File: config.mk
export PLATFORM = sky130hd
export DESIGN_NAME = bcd_serial_add_ctrl_flat
export DESIGN_NICKNAME = d
export VERILOG_FILES = /design/src/rtl/bcd_pkg.sv /design/src/rtl/bcd_serial_add_ctrl_if.sv /design/src/rtl/bcd_digit_add.sv /design/src/rtl/bcd_serial_add_ctrl.sv /design/src/flat_wrapper.sv
export SDC_FILE = /design/constraint.sdc
export NUM_CORES = 1
export LEC_CHECK = 0
export CAP_MARGIN = 0
export CORE_ASPECT_RATIO = 1.2
export CORE_UTILIZATION = 45
export CTS_CLUSTER_DIAMETER = 100
export DETAILED_ROUTE_END_ITERATION = 8
export GPL_TIMING_DRIVEN = 0
export PLACE_DENSITY_LB_ADDON = 0.05
export SLEW_MARGIN = 20
export SYNTH_ARGS = -nofsm -noshare
export SYNTH_HDL_FRONTEND = slang
export SYNTH_SLANG_ARGS = --single-unit
File: constraint.sdc
create_clock -name clk -period 8.02 [get_ports clk]
set_input_delay 1.604 -clock clk [delete_from_list [all_inputs] [get_ports clk]]
set_output_delay 1.604 -clock clk [all_outputs]
set_load 0.005 [all_outputs]
File: src/rtl/bcd_pkg.sv
// ============================================================================
//  Module      : bcd_pkg
//  Description : Shared constants, FSM encoding and digit helper for the
//                digit-serial BCD adder.
//  Revision    : 1.0  initial release
// ============================================================================
`default_nettype none

package bcd_pkg;

    localparam logic [3:0] BCD_MAX = 4'd9;
    localparam logic [3:0] BCD_ADJ = 4'd6;

    typedef enum logic {
        ST_IDLE = 1'b0,
        ST_RUN  = 1'b1
    } state_t;

    function automatic logic is_bcd(input logic [3:0] digit);
        return (digit <= BCD_MAX);
    endfunction

endpackage

`default_nettype wire

File: src/rtl/bcd_serial_add_ctrl_if.sv
// ============================================================================
//  Module      : bcd_serial_add_ctrl_if
//  Description : Operand-source handshake and result bus of the serial adder.
//  Revision    : 1.0  initial release
// ============================================================================
`default_nettype none

interface bcd_serial_add_ctrl_if #(
    parameter int NDIG = 4
);
    logic                start;
    logic [4*NDIG-1:0]   a;
    logic [4*NDIG-1:0]   b;
    logic                cin;
    logic                busy;
    logic                done;
    logic [4*NDIG-1:0]   sum;
    logic                cout;
    logic                err;

    modport master (
        output start, a, b, cin,
        input  busy, done, sum, cout, err
    );

    modport slave (
        input  start, a, b, cin,
        output busy, done, sum, cout, err
    );
endinterface

`default_nettype wire

File: src/rtl/bcd_digit_add.sv
// ============================================================================
//  Module      : bcd_digit_add
//  Description : Combinational single-digit BCD adder with decimal correction.
//  Revision    : 1.0  initial release
// ============================================================================
`default_nettype none

module bcd_digit_add
    import bcd_pkg::*;
(
    input  wire logic [3:0] x,
    input  wire logic [3:0] y,
    input  wire logic       ci,
    output logic      [3:0] d,
    output logic            co
);

    logic [4:0] s;

    // Worst case 15+15+1 = 31 still fits in five bits.
    assign s = {1'b0, x} + {1'b0, y} + {4'd0, ci};

    always_comb begin
        d  = s[3:0];
        co = 1'b0;
        if (s > {1'b0, BCD_MAX}) begin
            d  = s[3:0] + BCD_ADJ;
            co = 1'b1;
        end
    end

endmodule

`default_nettype wire

File: src/rtl/bcd_serial_add_ctrl.sv
// ============================================================================
//  Module      : bcd_serial_add_ctrl
//  Description : Sequencer adding two packed-BCD operands one digit per clock,
//                least-significant digit first, through one shared digit adder.
//  Revision    : 1.0  initial release
// ============================================================================
`default_nettype none

module bcd_serial_add_ctrl
    import bcd_pkg::*;
#(
    parameter int NDIG = 4
) (
    input  wire logic              clk,
    input  wire logic              rst_n,
    bcd_serial_add_ctrl_if.slave   bus
);

    localparam int W    = 4 * NDIG;
    localparam int IDXW = (NDIG > 1) ? $clog2(NDIG) : 1;

    state_t            state_q, state_d;
    logic [W-1:0]      a_q, b_q, sum_q;
    logic [IDXW-1:0]   idx_q;
    logic              carry_q, cout_q, err_q, busy_q, done_q;

    logic              load, step, finish, last;
    logic [3:0]        digit;
    logic              digit_co;
    logic [2*NDIG-1:0] nonbcd;
    logic              in_err;

    for (genvar g = 0; g < NDIG; g++) begin : g_err
        assign nonbcd[2*g]   = !is_bcd(bus.a[4*g +: 4]);
        assign nonbcd[2*g+1] = !is_bcd(bus.b[4*g +: 4]);
    end
    assign in_err = |nonbcd;

    assign last = (idx_q == IDXW'(NDIG - 1));

    bcd_digit_add u_digit (
        .x  (a_q[4*idx_q +: 4]),
        .y  (b_q[4*idx_q +: 4]),
        .ci (carry_q),
        .d  (digit),
        .co (digit_co)
    );

    always_comb begin
        state_d = state_q;
        load    = 1'b0;
        step    = 1'b0;
        finish  = 1'b0;
        case (state_q)
            ST_IDLE: begin
                if (bus.start) begin
                    load    = 1'b1;
                    state_d = ST_RUN;
                end
            end
            ST_RUN: begin
                step = 1'b1;
                if (last) begin
                    finish  = 1'b1;
                    state_d = ST_IDLE;
                end
            end
            default: state_d = ST_IDLE;
        endcase
    end

    always_ff @(posedge clk or negedge rst_n) begin
        if (!rst_n) begin
            state_q <= ST_IDLE;
            a_q     <= '0;
            b_q     <= '0;
            sum_q   <= '0;
            idx_q   <= '0;
            carry_q <= 1'b0;
            cout_q  <= 1'b0;
            err_q   <= 1'b0;
            busy_q  <= 1'b0;
            done_q  <= 1'b0;
        end else begin
            state_q <= state_d;
            done_q  <= finish;
            if (load) begin
                a_q     <= bus.a;
                b_q     <= bus.b;
                carry_q <= bus.cin;
                idx_q   <= '0;
                sum_q   <= '0;
                err_q   <= in_err;
                busy_q  <= 1'b1;
            end
            if (step) begin
                sum_q[4*idx_q +: 4] <= digit;
                carry_q             <= digit_co;
                if (!last) begin
                    idx_q <= idx_q + IDXW'(1);
                end
            end
            if (finish) begin
                cout_q <= digit_co;
                busy_q <= 1'b0;
            end
        end
    end

    assign bus.busy = busy_q;
    assign bus.done = done_q;
    assign bus.sum  = sum_q;
    assign bus.cout = cout_q;
    assign bus.err  = err_q;

endmodule

`default_nettype wire

File: src/flat_wrapper.sv
// flat-port wrapper written by rule: the top's interface ports become plain ports
module bcd_serial_add_ctrl_flat import bcd_pkg::*;
#(
    parameter int NDIG = 4
)
  (clk, rst_n, bus_start, bus_a, bus_b, bus_cin, bus_busy, bus_done, bus_sum, bus_cout, bus_err);
  bcd_serial_add_ctrl_if #(.NDIG(NDIG)) bus_i ();
  input  wire logic clk;
  input  wire logic rst_n;
  input wire logic [$bits(bus_i.start)-1:0] bus_start;
  input wire logic [$bits(bus_i.a)-1:0] bus_a;
  input wire logic [$bits(bus_i.b)-1:0] bus_b;
  input wire logic [$bits(bus_i.cin)-1:0] bus_cin;
  output wire logic [$bits(bus_i.busy)-1:0] bus_busy;
  output wire logic [$bits(bus_i.done)-1:0] bus_done;
  output wire logic [$bits(bus_i.sum)-1:0] bus_sum;
  output wire logic [$bits(bus_i.cout)-1:0] bus_cout;
  output wire logic [$bits(bus_i.err)-1:0] bus_err;
  assign bus_i.start = bus_start;
  assign bus_i.a = bus_a;
  assign bus_i.b = bus_b;
  assign bus_i.cin = bus_cin;
  assign bus_busy = bus_i.busy;
  assign bus_done = bus_i.done;
  assign bus_sum = bus_i.sum;
  assign bus_cout = bus_i.cout;
  assign bus_err = bus_i.err;
  bcd_serial_add_ctrl #(.NDIG(NDIG)) u_core (.clk(clk), .rst_n(rst_n), .bus(bus_i));
endmodule
==> results.md <==
- RSZ-0062 raised after global routing: no
- Reg-to-reg startpoint: u_core.idx_q[1]
- Post-synthesis simple-gate area fraction: 0.0690
- Root Buffer: clkbuf_8
- Mean area per synthesized cell: 13.3 µm²
- #FFs+latches synth: 56
- Fin nets: 316
- Fin Hold WS: 0.489 ns
- Final hold vios: 0
- CTS Hold Buffers Added: 0
- # resized after CTS: 0
- Setup-failing EPs final: 0
- Die Wd: 73.2 µm
- First-pass GRT wire length: 9.30 mm
- Critical Path Start Type: flop
- Area grow syn2layout: 27.1%
- Layout cells sized above 1: 0.230
- Sequential element share of the synthesized area: 0.512
- Worst r2r dst: u_core.bus.sum[15]
- Clock Pin Slew Worst Setup and Hold Paths: 0.10 ns
- Ports: 56
- Xor/xnor share of the synthesized area: 0.0151
- 1st-pass router iterations: 4
- Fin crit share: 0.486
- Nature of the critical path endpoint: flop
- Gpl congestion: 0.732
- Library cells used by synthesis: 37
- DRT iter0 DRCs: 57
- Detailed-route vias per instance: 5.30
- Clock Sinks: 56
- Initial Utilization: 0.476
- Critical Path RT: 8.21 ns
- Die height: 87.4 µm
- Cells after Synth: 206
- Mapped Nets: 254
- Most frequent cells in the layout: dfrtp_1 (56), clkdlybuf4s50_1 (54), mux2_2 (33), o21ai_0 (14), nand2_1 (11)
- Slew Limit Headroom: 0.534
- End point of the critical path: u_core.bus.sum[15]
- Largest net degree at the start of global routing: 57
- Antenna Cells: 0
- Vias in the first global route: 1895
- Num CTS Buffers: 5
- Final HPWL from detailed placement: 4.16 mm
- Clk Latency, worst-skew pair: 0.31 ns
- Worst Tran Pin Value: 0.698 ns
- Initial antenna violation count: 0
- Critical path startpoint: u_core.idx_q[1]
- Fmax: 257 MHz
- Final Max Tran Viols: 0
- Placed Area: 3380 µm²
- Post-CTS Setup Bufs: 0
- Fillcell total: 500
- Final instance area: 3480 µm²
- Proportion of synthesized area in mux cells: 0.202
- Final Skew: 0.00532 ns
- Post-layout util: 0.605
- TritonCTS clock tree: done
- Max cap viols: 0
- Outcome: complete, no violations
- Adder-cell share of the synthesized area: 0.0604
- R2R depth: 12
- Post-Route WL: 5.51 mm
- Main combinational cell family by area after synthesis: multiplexers
- Port-buffer cells: 55
- Cell Rows: 30
- Synth Area in Compound Gates: 0.121
- Crit-path max FO: 10
- Post-layout minimum cycle time: 3.90 ns
- Avg WL per Cell: 15.8 µm
- Class of the most critical hold timing path: reg -> reg
- GRT Total Usage: 0.197
- R2r setup slk: 4.12 ns
- Core ar.: 5740 µm²
- Most common cell after layout, fill and taps aside: dfrtp_1
- Largest buffer count on any clock path: 2
- Netlist Area Pre-Place: 2740 µm²
- Htree depth: 2
- CP Data Arrival Time: 4.09 ns
- Synth warn: 0
- DRC Markers: 0
- Vias: 1850
- Antenna-violating nets left: 0
- Critical path class: reg -> reg
- Setup TNS: 0 ns
- Die area: 6400 µm²
- Remaining global-route overflow: 0
## worst max-delay path: stages (launching register included)
cell and delay (ns):
dfrtp_1 0.42, clkbuf_1 0.44, mux4_2 0.41, fa_1 0.46, fa_1 0.44, xor2_2 0.24, inv_1 0.07, ha_1 0.22
or2b_1 0.23, o21ai_2 0.09, a2111oi_0 0.38, nand2b_1 0.26, o21ai_0 0.11
## kinds of logic after synthesis
| group | count (synthesis) |
|---|---|
| AND/OR/NAND/NOR | 34 |
| multiplexers | 41 |
| AO/OA/AOI/OAI | 46 |
| adder cells (fa/ha/maj) | 12 |
| XOR/XNOR | 3 |
| buffers and inverters | 14 |
| flip-flops | 56 |
## cell type report
| cell class | instances | area (µm²) | area share |
|---|---|---|---|
| sequential | 56 | 1400 | 0.403 |
| multi-input combinational | 136 | 1280 | 0.367 |
| timing repair buffer | 55 | 548 | 0.158 |
| tap | 80 | 100 | 0.0288 |
| clock buffer | 6 | 82.6 | 0.0237 |
| buffer | 8 | 35.0 | 0.0101 |
| inverter | 6 | 22.5 | 0.00648 |
| clock inverter | 2 | 10.0 | 0.00288 |
## worst min-delay path by stage
stage / start / endpoint / cells after the start
floorplan: u_core.bus.cout / u_core.bus.cout / 2
global placement: u_core.bus.busy / u_core.bus.busy / 1
detailed placement: u_core.bus.busy / u_core.bus.busy / 1
CTS: u_core.bus.busy / u_core.bus.busy / 1
global route: u_core.bus.busy / u_core.bus.busy / 1
finish: u_core.bus.busy / u_core.bus.busy / 1
## stage by stage
step | worst slack, ns | std cells
5_1_grt | 3.85 | 349
3_5_place_dp | 4.15 | 341
2_1_floorplan | 4.54 | 206
4_1_cts | 4.11 | 349
3_3_place_gp | 3.60 | 341
6_report | 4.12 | 349
## cells in the mapped netlist (all sizes together)
| cell | instances | area [µm²] |
|---|---|---|
| nand2 | 11 | 41.3 |
| nand3 | 2 | 10.0 |
| a22o | 10 | 87.6 |
| o22ai | 1 | 6.26 |
| or2b | 1 | 7.51 |
| a2111oi | 1 | 8.76 |
| a21o | 3 | 23.8 |
| ha | 10 | 125 |
| inv | 6 | 22.5 |
| fa | 2 | 40.0 |
| dfrtp | 56 | 1400 |
| o21ai | 18 | 93.8 |
| and4b | 1 | 10.0 |
| nand4b | 1 | 8.76 |
| xnor2 | 2 | 25.0 |
| a21oi | 8 | 43.8 |
| mux2 | 33 | 372 |
| xor2 | 1 | 16.3 |
| nor2 | 5 | 18.8 |
| and3b | 1 | 12.5 |
| and4 | 2 | 17.5 |
| o31a | 1 | 17.5 |
| o211ai | 1 | 7.51 |
| a21boi | 1 | 7.51 |
| nor2b | 3 | 18.8 |
| o221ai | 1 | 26.3 |
| mux4 | 8 | 180 |
| buf | 4 | 20.0 |
| clkbuf | 4 | 15.0 |
| nand4 | 5 | 31.3 |
| nand2b | 2 | 12.5 |
| a211oi | 1 | 7.51 |
## metal layers
layer  GRT usage  part of all wire  vias up
met4      0.0481             0.011        0
li1            -                 -      883
met3      0.0405             0.037        5
met2       0.333              0.51       41
met5           0                 0        -
met1       0.259              0.44      921
## sequential cells by signal (all words and copies together) (netlist names)
signal and cells:
u_core.idx_q 2, u_core.bus.done 1, u_core.bus.cout 1, u_core.bus.err 1
u_core.b_q 16, u_core.a_q 16, u_core.carry_q 1, u_core.bus.busy 1
u_core.state_q 1, u_core.bus.sum 16
Power is left out: the tool's default activity adds up to more than one toggle a clock period on the data nets, which glitch-free logic cannot reach.
==> patch, RTL diff (same flow settings) <==
`NDIG` is set to 4 in 3 places; all go to 8.
--- a/src/rtl/bcd_serial_add_ctrl_if.sv
+++ b/src/rtl/bcd_serial_add_ctrl_if.sv
@@ -8,3 +8,3 @@
 interface bcd_serial_add_ctrl_if #(
-    parameter int NDIG = 4
+    parameter int NDIG = 8
 );
--- a/src/rtl/bcd_serial_add_ctrl.sv
+++ b/src/rtl/bcd_serial_add_ctrl.sv
@@ -11,3 +11,3 @@
 #(
-    parameter int NDIG = 4
+    parameter int NDIG = 8
 ) (
--- a/src/flat_wrapper.sv
+++ b/src/flat_wrapper.sv
@@ -3,3 +3,3 @@
 #(
-    parameter int NDIG = 4
+    parameter int NDIG = 8
 )
Ports: changed (resized bus_a, bus_b and bus_sum); port bits go from 56 to 104. No check against the original RTL was run, so the function may have changed too.
==> patch against the original RTL <==
  * Worst hold slack worse by 16 ps
  * Worst setup slack worse by 1000 ps
  * Critical endpoint is now u_core.bus.sum[10]
  * Fmax is 21% lower
  * Synthesized area is 85% higher
  * Design area is 90% higher
  * Wire length is 140% higher
  * Sequential cell count is 49 higher
  * Largest cell class unchanged
==> patch: results (changes against the original RTL) <==
CTS Buf Count=9 (+4); vias=4323 (+130%); fraction of layout cells with a size suffix above 1=6.66% (-16 points); worst hold path depth=2 (+1); outcome=completed; DR pass1 iterations=5 (+1); count of different cell masters after synthesis=36 (-2.7%); most frequent cells after synthesis=244 x nand2_1, 105 x dfrtp_1, 39 x o21ai_0, 26 x clkbuf_1, 21 x nand3_1; crit path to=u_core.bus.sum[10]; largest net degree at the start of global routing=59 (+3.5%); clk_lat worst skew=340 ps (+30 ps); max_slew headroom=52.4% (-1.1 points); placed cell count=792 (+130%); Nets=749 (+140%); Overall Global Routing Usage=24.6% (+4.8 points); Synth area leaders=dfrtp_1 52%, nand2_1 18%, mux4_2 7.1%, o21ai_0 3.9%, nand3_1 2.1%; Fill cells=1006 (+100%); clk cell area share=5.00% (+2.3 points); period utilization=61.5% (+13 points); CTS H-Tree Depth=3 (+1); hold path startpoint=u_core.a_q[11]; post-synthesis mux area share=8.19% (-12 points); Area after DPL=0.00627 mm^2 (+85%); Adder-Cell Fraction of Synth Area=2.77% (-3.3 points); Setup Slack @ Placement=3110 ps (-1040 ps); bufs w/o clock=132 (+110%); clock-pin slew on the worst setup and hold paths=70 ps (-30 ps); hold_ws=473 ps (-15.7 ps); xor/xnor cell area share of the yosys netlist=0.668% (-0.84 points); Non-clock buffers, area share=17.6% (+0.81 points); post-DP HPWL=9.90 mm (+140%); clk_skew=4.79 ps (-0.534 ps); post-synth net total=635 (+150%); WP data arrival=5190 ps (+1100 ps); Register-to-Register Path Depth=14 (+2)
[patch: cell types whose count changed after synthesis, moves of 4 or more]
| cell | unedited run | this run |
|---|---|---|
| a21oi_1 | 7 | 18 |
| a22o_1 | 10 | 0 |
| and3_1 | 0 | 10 |
| clkbuf_1 | 4 | 26 |
| dfrtp_1 | 56 | 105 |
| mux2_2 | 33 | 3 |
| mux4_2 | 8 | 16 |
| nand2_1 | 11 | 244 |
| nand3_1 | 2 | 21 |
| nor2_1 | 5 | 9 |
| o21ai_0 | 14 | 39 |
| o31ai_1 | 0 | 7 |
[patch: routing by layer]
layer | part of all wire (%) | GRT usage, % | up-vias
met5 | 0 | 0 | -
met4 | 2.0 | 9.51 | 0
met3 | 3.7 | 2.84 | 17
met2 | 52 | 43.3 | 102
met1 | 42 | 30.8 | 2104
li1 | - | - | 2100
[patch: power breakdown]
group	internal, uW	switching (uW)	leakage (uW)
combinational	748	1160	0.00161
clock	290	195	0.000162
sequential	762	128	0.00134
